**config.mk**
```make
export PLATFORM = sky130hd
export DESIGN_NAME = int_issue_queue
export DESIGN_NICKNAME = d
export VERILOG_FILES = /design/src/rtl/int_issue_queue_pkg.sv /design/src/rtl/int_issue_queue_fifo.sv /design/src/rtl/int_issue_queue.sv
export SDC_FILE = /design/constraint.sdc
export NUM_CORES = 1
export LEC_CHECK = 0
export CAP_MARGIN = 20
export CORE_AREA = 10 10 164 166
export CTS_CLUSTER_SIZE = 30
export DETAILED_ROUTE_END_ITERATION = 8
export DIE_AREA = 0 0 174 176
export DONT_BUFFER_PORTS = 1
export MAX_ROUTING_LAYER = met4
export PLACE_DENSITY = 0.75
export SLEW_MARGIN = 20
export SYNTH_ARGS = -nofsm -noshare
export SYNTH_HDL_FRONTEND = slang
export SYNTH_SLANG_ARGS = --single-unit
```
**constraint.sdc**
```tcl
create_clock -name clock_in -period 4.8 [get_ports clock_in]
set_clock_uncertainty 0.1 [all_clocks]
set_input_delay 1.44 -clock clock_in [delete_from_list [all_inputs] [get_ports clock_in]]
set_output_delay 1.44 -clock clock_in [all_outputs]
set_load 0.005 [all_outputs]
```
**src/rtl/int_issue_queue_pkg.sv**
```systemverilog
// Shared integer-core definitions: micro-opcode encodings understood by the
// integer exec unit and default field widths used by the issue queue.
package core101_int_pkg;

    localparam int UOP_WIDTH              = 4;
    localparam int DEFAULT_REG_ADDR_WIDTH = 5;

    localparam logic [UOP_WIDTH-1:0] UOP_ADD     = 4'b0000;
    localparam logic [UOP_WIDTH-1:0] UOP_SUB     = 4'b0001;
    localparam logic [UOP_WIDTH-1:0] UOP_OR      = 4'b0010;
    localparam logic [UOP_WIDTH-1:0] UOP_AND     = 4'b0011;
    localparam logic [UOP_WIDTH-1:0] UOP_XOR     = 4'b0100;
    localparam logic [UOP_WIDTH-1:0] UOP_BUF_RS1 = 4'b1000;
    localparam logic [UOP_WIDTH-1:0] UOP_BUF_RS2 = 4'b1001;
    localparam logic [UOP_WIDTH-1:0] UOP_SLT     = 4'b1010;
    localparam logic [UOP_WIDTH-1:0] UOP_SLTU    = 4'b1011;
    localparam logic [UOP_WIDTH-1:0] UOP_SRA     = 4'b1101;
    localparam logic [UOP_WIDTH-1:0] UOP_SRL     = 4'b1110;
    localparam logic [UOP_WIDTH-1:0] UOP_SLL     = 4'b1111;

endpackage

```
**src/rtl/int_issue_queue_fifo.sv**
```systemverilog
// In-order DEPTH-entry FIFO of decoded integer ops {uop, a, b, rd}.
// Push is ignored when full, pop is ignored when empty; flush empties the
// queue and overrides any push/pop in the same cycle.
module int_issue_fifo
    import core101_int_pkg::*;
#(
    parameter int DATA_WIDTH     = 32,
    parameter int DEPTH          = 4,
    parameter int REG_ADDR_WIDTH = DEFAULT_REG_ADDR_WIDTH
) (
    input  logic                         i_clk,
    input  logic                         i_rst,
    input  logic                         i_flush,
    input  logic                         i_push,
    input  logic                         i_pop,
    input  logic [UOP_WIDTH-1:0]         i_uop,
    input  logic [DATA_WIDTH-1:0]        i_a,
    input  logic [DATA_WIDTH-1:0]        i_b,
    input  logic [REG_ADDR_WIDTH-1:0]    i_rd,
    output logic [UOP_WIDTH-1:0]         o_uop,
    output logic [DATA_WIDTH-1:0]        o_a,
    output logic [DATA_WIDTH-1:0]        o_b,
    output logic [REG_ADDR_WIDTH-1:0]    o_rd,
    output logic [$clog2(DEPTH):0]       o_count,
    output logic                         o_full,
    output logic                         o_empty
);

    localparam int PTR_W = $clog2(DEPTH);
    localparam int CNT_W = PTR_W + 1;

    localparam logic [PTR_W-1:0] PTR_ONE   = PTR_W'(1);
    localparam logic [CNT_W-1:0] CNT_ONE   = CNT_W'(1);
    localparam logic [CNT_W-1:0] CNT_DEPTH = CNT_W'(DEPTH);

    logic [UOP_WIDTH-1:0]      r_uop_mem [DEPTH];
    logic [DATA_WIDTH-1:0]     r_a_mem   [DEPTH];
    logic [DATA_WIDTH-1:0]     r_b_mem   [DEPTH];
    logic [REG_ADDR_WIDTH-1:0] r_rd_mem  [DEPTH];

    logic [PTR_W-1:0] r_wr_ptr;
    logic [PTR_W-1:0] r_rd_ptr;
    logic [CNT_W-1:0] r_count;

    logic w_full;
    logic w_empty;
    logic w_push;
    logic w_pop;

    assign w_full  = (r_count == CNT_DEPTH);
    assign w_empty = (r_count == '0);
    assign w_push  = i_push && !w_full;
    assign w_pop   = i_pop && !w_empty;

    // Payload storage: written at the tail on an accepted push, never reset.
    always_ff @(posedge i_clk) begin
        if (w_push && !i_flush && !i_rst) begin
            r_uop_mem[r_wr_ptr] <= i_uop;
            r_a_mem[r_wr_ptr]   <= i_a;
            r_b_mem[r_wr_ptr]   <= i_b;
            r_rd_mem[r_wr_ptr]  <= i_rd;
        end
    end

    // Pointers and occupancy; pointers wrap naturally since DEPTH is a power of two.
    always_ff @(posedge i_clk) begin
        if (i_rst || i_flush) begin
            r_wr_ptr <= '0;
            r_rd_ptr <= '0;
            r_count  <= '0;
        end else begin
            if (w_push) begin
                r_wr_ptr <= r_wr_ptr + PTR_ONE;
            end
            if (w_pop) begin
                r_rd_ptr <= r_rd_ptr + PTR_ONE;
            end
            if (w_push && !w_pop) begin
                r_count <= r_count + CNT_ONE;
            end else if (w_pop && !w_push) begin
                r_count <= r_count - CNT_ONE;
            end
        end
    end

    assign o_uop   = r_uop_mem[r_rd_ptr];
    assign o_a     = r_a_mem[r_rd_ptr];
    assign o_b     = r_b_mem[r_rd_ptr];
    assign o_rd    = r_rd_mem[r_rd_ptr];
    assign o_count = r_count;
    assign o_full  = w_full;
    assign o_empty = w_empty;

endmodule

```
**src/rtl/int_issue_queue.sv**
```systemverilog
// Integer issue queue: buffers decoded ops, presents the head op to the
// external exec unit, and captures its combinational result into a
// writeback register handshaked toward the register-file write port.
// Ops targeting x0 are issued and popped but their result is dropped.
module int_issue_queue
    import core101_int_pkg::*;
#(
    parameter int DATA_WIDTH     = 32,
    parameter int DEPTH          = 4,
    parameter int REG_ADDR_WIDTH = DEFAULT_REG_ADDR_WIDTH
) (
    input  logic                         clock_in,
    input  logic                         reset_in,
    input  logic                         flush_in,
    input  logic                         dec_valid_in,
    output logic                         dec_ready_out,
    input  logic [UOP_WIDTH-1:0]         dec_uop_in,
    input  logic [DATA_WIDTH-1:0]        dec_a_data_in,
    input  logic [DATA_WIDTH-1:0]        dec_b_data_in,
    input  logic [REG_ADDR_WIDTH-1:0]    dec_rd_in,
    output logic                         exec_enable_out,
    output logic [UOP_WIDTH-1:0]         exec_uop_out,
    output logic [DATA_WIDTH-1:0]        exec_a_data_out,
    output logic [DATA_WIDTH-1:0]        exec_b_data_out,
    input  logic [DATA_WIDTH-1:0]        exec_res_data_in,
    output logic                         wb_valid_out,
    input  logic                         wb_ready_in,
    output logic [REG_ADDR_WIDTH-1:0]    wb_rd_out,
    output logic [DATA_WIDTH-1:0]        wb_data_out,
    output logic [$clog2(DEPTH):0]       count_out
);

    logic [UOP_WIDTH-1:0]      w_head_uop;
    logic [DATA_WIDTH-1:0]     w_head_a;
    logic [DATA_WIDTH-1:0]     w_head_b;
    logic [REG_ADDR_WIDTH-1:0] w_head_rd;
    logic [$clog2(DEPTH):0]    w_count;
    logic                      w_full;
    logic                      w_empty;
    logic                      w_issue;
    logic                      w_wb_free;

    logic                      r_wb_valid;
    logic [REG_ADDR_WIDTH-1:0] r_wb_rd;
    logic [DATA_WIDTH-1:0]     r_wb_data;

    int_issue_fifo #(
        .DATA_WIDTH     (DATA_WIDTH),
        .DEPTH          (DEPTH),
        .REG_ADDR_WIDTH (REG_ADDR_WIDTH)
    ) u_fifo (
        .i_clk   (clock_in),
        .i_rst   (reset_in),
        .i_flush (flush_in),
        .i_push  (dec_valid_in),
        .i_pop   (w_issue),
        .i_uop   (dec_uop_in),
        .i_a     (dec_a_data_in),
        .i_b     (dec_b_data_in),
        .i_rd    (dec_rd_in),
        .o_uop   (w_head_uop),
        .o_a     (w_head_a),
        .o_b     (w_head_b),
        .o_rd    (w_head_rd),
        .o_count (w_count),
        .o_full  (w_full),
        .o_empty (w_empty)
    );

    // The writeback slot is free if empty or being drained this cycle, so
    // issue is the only path that depends combinationally on wb_ready_in.
    assign w_wb_free = !r_wb_valid || wb_ready_in;
    assign w_issue   = !w_empty && w_wb_free;

    // Writeback register: load on issue of a non-x0 op, clear on drain.
    always_ff @(posedge clock_in) begin
        if (reset_in) begin
            r_wb_valid <= 1'b0;
            r_wb_rd    <= '0;
            r_wb_data  <= '0;
        end else if (flush_in) begin
            r_wb_valid <= 1'b0;
        end else if (w_issue && (w_head_rd != '0)) begin
            r_wb_valid <= 1'b1;
            r_wb_rd    <= w_head_rd;
            r_wb_data  <= exec_res_data_in;
        end else if (r_wb_valid && wb_ready_in) begin
            r_wb_valid <= 1'b0;
        end
    end

    assign dec_ready_out   = !w_full;
    assign exec_enable_out = w_issue;
    assign exec_uop_out    = w_empty ? '0 : w_head_uop;
    assign exec_a_data_out = w_empty ? '0 : w_head_a;
    assign exec_b_data_out = w_empty ? '0 : w_head_b;
    assign wb_valid_out    = r_wb_valid;
    assign wb_rd_out       = r_wb_rd;
    assign wb_data_out     = r_wb_data;
    assign count_out       = w_count;

endmodule

```
==> results.cfg, run 1 <==
[cells_and_area]
n_fill_cell = 1605
drive_above_1_share_pct = 17.2
multi_input_comb_area_sq_mm = 0.00390
ff_latch_area_sq_mm = 0.00972
area_growth_pct = 9.21
final_nets = 901
antennaDiodeCount = 0

[logic_synthesis]
synth_top_area_cell = edfxtp_1
syn-instance-count = 804
synth-edff-count = 292
synth_top_area_share_pct = 63.0
syn_area_sq_mm = 0.0139
ys_seq_elements = 339
synth_top_cells_by_area = edfxtp_1, mux4_2, dfxtp_1
synthArstFlopShare_pct = 0
syn_nets = 920
yosys-top-cells-count = edfxtp_1, mux4_2, nor2b_1
avgSynthCellArea_sq_um = 17.3
synthFlopType = edfxtp_1
ys_types = 33
seq_area_frac_synth_pct = 69.7
yosysMostFrequentCell = edfxtp_1
yosys_warnings = 0

[routing]
detail_route.wl_per_cell_microns = 26.4
vias_per_cell = 6.41
vias = 7266
drt_iter0_markers = 644
firstDrtPassIters = 5
routed_wirelength_microns = 29900
drcViolationCount = 0
postRouteAntennaNets = 0

[setup_path]
path_buf_inv = 1
crit_type = flip-flop to primary output
cp_slowest_cell = dfxtp_4
cp-end-kind = primary output
crit_fanout = 37
required_ns = 3.26
cp_data_arrival_time_ns = 2.33
cpPeakStageDelay_ns = 0.69
path_delay_family = flip-flops
critPathLaunchType = flip-flop
path_cells = buf_12, mux4_2, nor2b_1

[timing]
tightestPinTransition_ns = 1.10
slew_violations = 0
grt_setup_unrepaired = no
setup_tns_ns = 0
fmax_mhz = 259
layout_setup_ws_ns = 0.932
layout_min_cycle_time_ns = 3.87
slew_headroom_pct = 26.9
setup_viol = 0
period_share_pct = 80.6
hold_violations = 0

[placed_design]
dp_hpwl_microns = 18400
dp_worst_setup_slack_ns = 1.18
port_buffers = 0
place_congestion = 0.855

[global_routing]
grt_start_max_net_pins = 104
globalRouteTotalUtil_pct = 19.6
antenna_found_initial = 0
grt_pass1_vias = 7648
grt-ovfl-total = 0
grt_pass1_wl_microns = 45700

[floorplan]
start_util_pct = 58.5
dieWidth_microns = 174
die_h_microns = 176
ioPinCount = 221
core_area_sq_mm = 0.0238
rows = 57
die_area_sq_mm = 0.0306

[power_and_ir_drop]
p_per_area_mw_per_mm2 = 522
irDropWorstVdd_mv = 0.632
p_leak_nw = 4.67

[flow_run]
max-cap-violations = 0

[clocking]
clock-sinks = 339
clk_latency_ns = 0.51
postCtsHoldBufs = 0
htree_levels = 2
cts_buffer_depth = 3
numCtsBuffers = 35
ctsRootBufferMaster = clkbuf_16
cts_resized = 0
cts.clk_slew.worst_paths_ns = 0.06
cts_setup_buffers = 0
cts_tree = yes

[status]
run_status = finished clean

[hold_path]
worst_hold_path_type = flip-flop to flip-flop
==> final cells by class <==
type | count | share of cell area [%]
Sequential cell | 339 | 63.9
Multi-Input combinational cell | 392 | 25.6
Clock buffer | 42 | 5.93
Tap cell | 324 | 2.67
Timing Repair Buffer | 12 | 0.905
Clock inverter | 20 | 0.880
Inverter | 5 | 0.123
==> cells in the final DEF (no fill, tap or decap), drive strengths merged, types with 32 or more instances in the layout <==
master,n
nand2b,32
edfxtp,292
a32oi,32
mux2i,34
nor2b,69
mux4,73
nor4,32
nor4b,32
clkbuf,43
nand2,37
dfxtp,47
==> power by group <==
group / total (mW) / internal, mW / switching (mW) / leakage [nW]
Sequential: 3.67 / 3.41 / 0.262 / 3.02
Combinational: 1.82 / 0.701 / 1.12 / 1.15
Clock: 2.44 / 1.40 / 1.04 / 0.500
Total: 7.93 / 5.51 / 2.43 / 4.67
==> cells by family after synthesis <==
kind of cell | Yosys count | share of synthesized area (%)
DFF | 339 | 69.7
xor gates and xnor gates | 5 | 0.314
muxes | 107 | 14.2
AOI/OAI and AO/OA | 47 | 2.70
adders and majority gates | 6 | 0.593
and+or+nand+nor | 227 | 9.87
buffers and inverters | 73 | 2.56
==> stage by stage <==
| step | utilization [%] | instances | hold slack [ns] | area, sq um | power [mW] |
|---|---|---|---|---|---|
| after floorplan | - | 804 | 0.390 | 13900 | 5.07 |
| after global placement | 59.5 | 1071 | 0.398 | 14200 | 5.47 |
| after detailed placement | 59.5 | 1071 | 0.423 | 14200 | 5.57 |
| after CTS | 63.8 | 1133 | 0.437 | 15200 | 8.01 |
| after global routing | 63.9 | 1134 | 0.450 | 15200 | 8.30 |
| final | 63.9 | 1134 | 0.440 | 15200 | 7.93 |
==> routing by layer <==
layer,GRT usage [%],wire (microns)
met5,-,0
met1,22.5,11100
met2,31.2,14700
met4,5.24,629
met3,8.48,3460
==> worst reg2reg max path: stages (launching register included) <==
cell     delay (ns)
dfxtp_4        1.00
mux4_2         0.89
or2_2          0.69
a32oi_1        0.30
nand2_1        0.09
==> final timing paths <==
check,start,end,slack [ns],depth (start not counted)
min,u_fifo.r_rd_ptr[1]$_SDFFE_PP0P_,flip-flop,0.44,2
max reg2reg,flip-flop,wb_data_out[6]$_SDFFE_PP0P_,1.62,4
min reg2reg,u_fifo.r_rd_ptr[1]$_SDFFE_PP0P_,flip-flop,0.44,2
max,flip-flop,exec_uop_out[1],0.93,3
==> flip-flops by register name, summed over array words and instances (netlist names), named ones only <==
signal and cells:
u_fifo.r_a_mem 128, u_fifo.r_rd_ptr 2, wb_data_out 32, u_fifo.r_b_mem 128, wb_rd_out 5, wb_valid_out 1, u_fifo.o_count 3, u_fifo.r_uop_mem 16
u_fifo.r_rd_mem 20, u_fifo.r_wr_ptr 2
Note: power is estimated with default switching activity, not from simulation.
==> run 2, diff against run 1 <==
--- a/config.mk
+++ b/config.mk
@@ -6,13 +6,13 @@
 export NUM_CORES = 1
 export LEC_CHECK = 0
 export CAP_MARGIN = 20
-export CORE_AREA = 10 10 164 166
+export CORE_AREA = 10 10 168 170
 export CTS_CLUSTER_SIZE = 30
 export DETAILED_ROUTE_END_ITERATION = 8
-export DIE_AREA = 0 0 174 176
+export DIE_AREA = 0 0 178 180
 export DONT_BUFFER_PORTS = 1
 export MAX_ROUTING_LAYER = met4
-export PLACE_DENSITY = 0.75
+export PLACE_DENSITY = 0.74
 export SLEW_MARGIN = 20
 export SYNTH_ARGS = -nofsm -noshare
 export SYNTH_HDL_FRONTEND = slang
==> constraint.sdc (replaced) <==
create_clock -name clock_in -period 3.1 [get_ports clock_in]
set_clock_uncertainty 0.1 [all_clocks]
set_input_delay 0.93 -clock clock_in [delete_from_list [all_inputs] [get_ports clock_in]]
set_output_delay 0.93 -clock clock_in [all_outputs]
set_load 0.005 [all_outputs]
==> results.cfg, run 2 (synthesis gave the netlist of run 1 again) <==
[routing]
routed_wirelength_microns = 29900
vias_per_cell = 6.36
vias = 7315
firstDrtPassIters = 5
drcViolationCount = 0
drt_iter0_markers = 749
detail_route.wl_per_cell_microns = 26.0
postRouteAntennaNets = 0

[cells_and_area]
final_cell_mix = edfxtp_1, mux4_2, nor2b_1
drive_above_1_share_pct = 18.9
antennaDiodeCount = 0
final_nets = 911
area_growth_pct = 10.4
finish.utilization_pct = 61.8
postLayoutCellArea_sq_mm = 0.0154
final_common_cell = edfxtp_1

[clocking]
numCtsBuffers = 35
cts_resized = 0
cts_buffer_depth = 3
cts.clk_slew.worst_paths_ns = 0.06
postCtsHoldBufs = 0
cts_setup_buffers = 2
htree_levels = 2
cts_tree = yes
clk_latency_ns = 0.49
clock-sinks = 339
ctsRootBufferMaster = clkbuf_16

[global_routing]
grt_pass1_wl_microns = 45100
grt-ovfl-total = 0
grt_start_max_net_pins = 74
grt_pass1_vias = 7569
antenna_found_initial = 0
globalRouteTotalUtil_pct = 18.5

[status]
run_status = finished clean

[floorplan]
ioPinCount = 221
rows = 58
core_area_sq_mm = 0.0249
die_area_sq_mm = 0.0320
die_h_microns = 180
dieWidth_microns = 178
start_util_pct = 56.0

[placed_design]
place_congestion = 0.805
port_buffers = 0
place_area_sq_mm = 0.0143
dp_hpwl_microns = 18200
dp_worst_setup_slack_ns = 0.374

[timing]
hold_violations = 0
layout_min_cycle_time_ns = 2.99
slew_violations = 0
tightestPinTransition_ns = 1.07
setup_viol = 0
grt_setup_unrepaired = no
layout_setup_ws_ns = 0.113
period_share_pct = 96.4
slew_headroom_pct = 28.8
fmax_mhz = 335

[power_and_ir_drop]
irDropWorstVdd_mv = 0.696
p_per_area_mw_per_mm2 = 808
p_leak_nw = 4.75

[setup_path]
crit_fanout = 21
required_ns = 2.07
cp_data_arrival_time_ns = 1.96
crit_type = flip-flop to primary output
cp-end-kind = primary output
critPathLaunchType = flip-flop

[hold_path]
worst_hold_path_type = primary input to flip-flop

[flow_run]
max-cap-violations = 0
==> run 2: area by class of cell <==
cell class | instances | area (sq um)
sequential | 339 | 9720
fill | 1749 | 9510
multi-input combinational | 392 | 3900
clock buffer | 43 | 927
tap | 330 | 413
timing repair buffer | 22 | 303
clock inverter | 19 | 106
inverter | 5 | 18.8
==> run 2: final timing paths <==
path	from	to	slack (ns)	depth (start not counted)
worst max register to register	flip-flop	wb_rd_out[3]$_SDFFE_PP0P_	0.58	6
worst min register to register	u_fifo.r_rd_ptr[1]$_SDFFE_PP0P_	flip-flop	0.42	2
worst min-delay path	reset_in	wb_rd_out[2]$_SDFFE_PP0P_	0.41	1
worst max-delay path	flip-flop	exec_b_data_out[28]	0.11	3
==> run 2: through the flow <==
step	total power, mW	TNS [ns]	instances	hold WS [ns]
3_5_place_dp	8.77	0	1086	0.413
5_1_grt	13.0	0	1150	0.390
3_3_place_gp	8.65	0	1086	0.401
2_1_floorplan	7.85	-23.70	804	0.390
6_report	12.4	0	1150	0.410
4_1_cts	12.6	0	1150	0.394
==> run 2: worst max-delay path: stages (launching register included) <==
cell	delay, ns
dfxtp_4	0.49
buf_12	0.25
mux4_2	0.54
nor2b_1	0.18
==> run 2: layer usage <==
layer / vias up / track usage, % / share of wire (%)
li1: 3173 / - / -
met1: 3780 / 21.5 / 37
met2: 334 / 29.8 / 50
met3: 28 / 7.59 / 12
met4: 0 / 3.64 / 0.94
met5: - / - / 0
==> run 2: where the power goes <==
part           internal [mW]  switching (mW)
Combinational           1.20            1.85
Clock                   2.13            1.62
Sequential              5.28           0.346
Total                   8.62            3.82
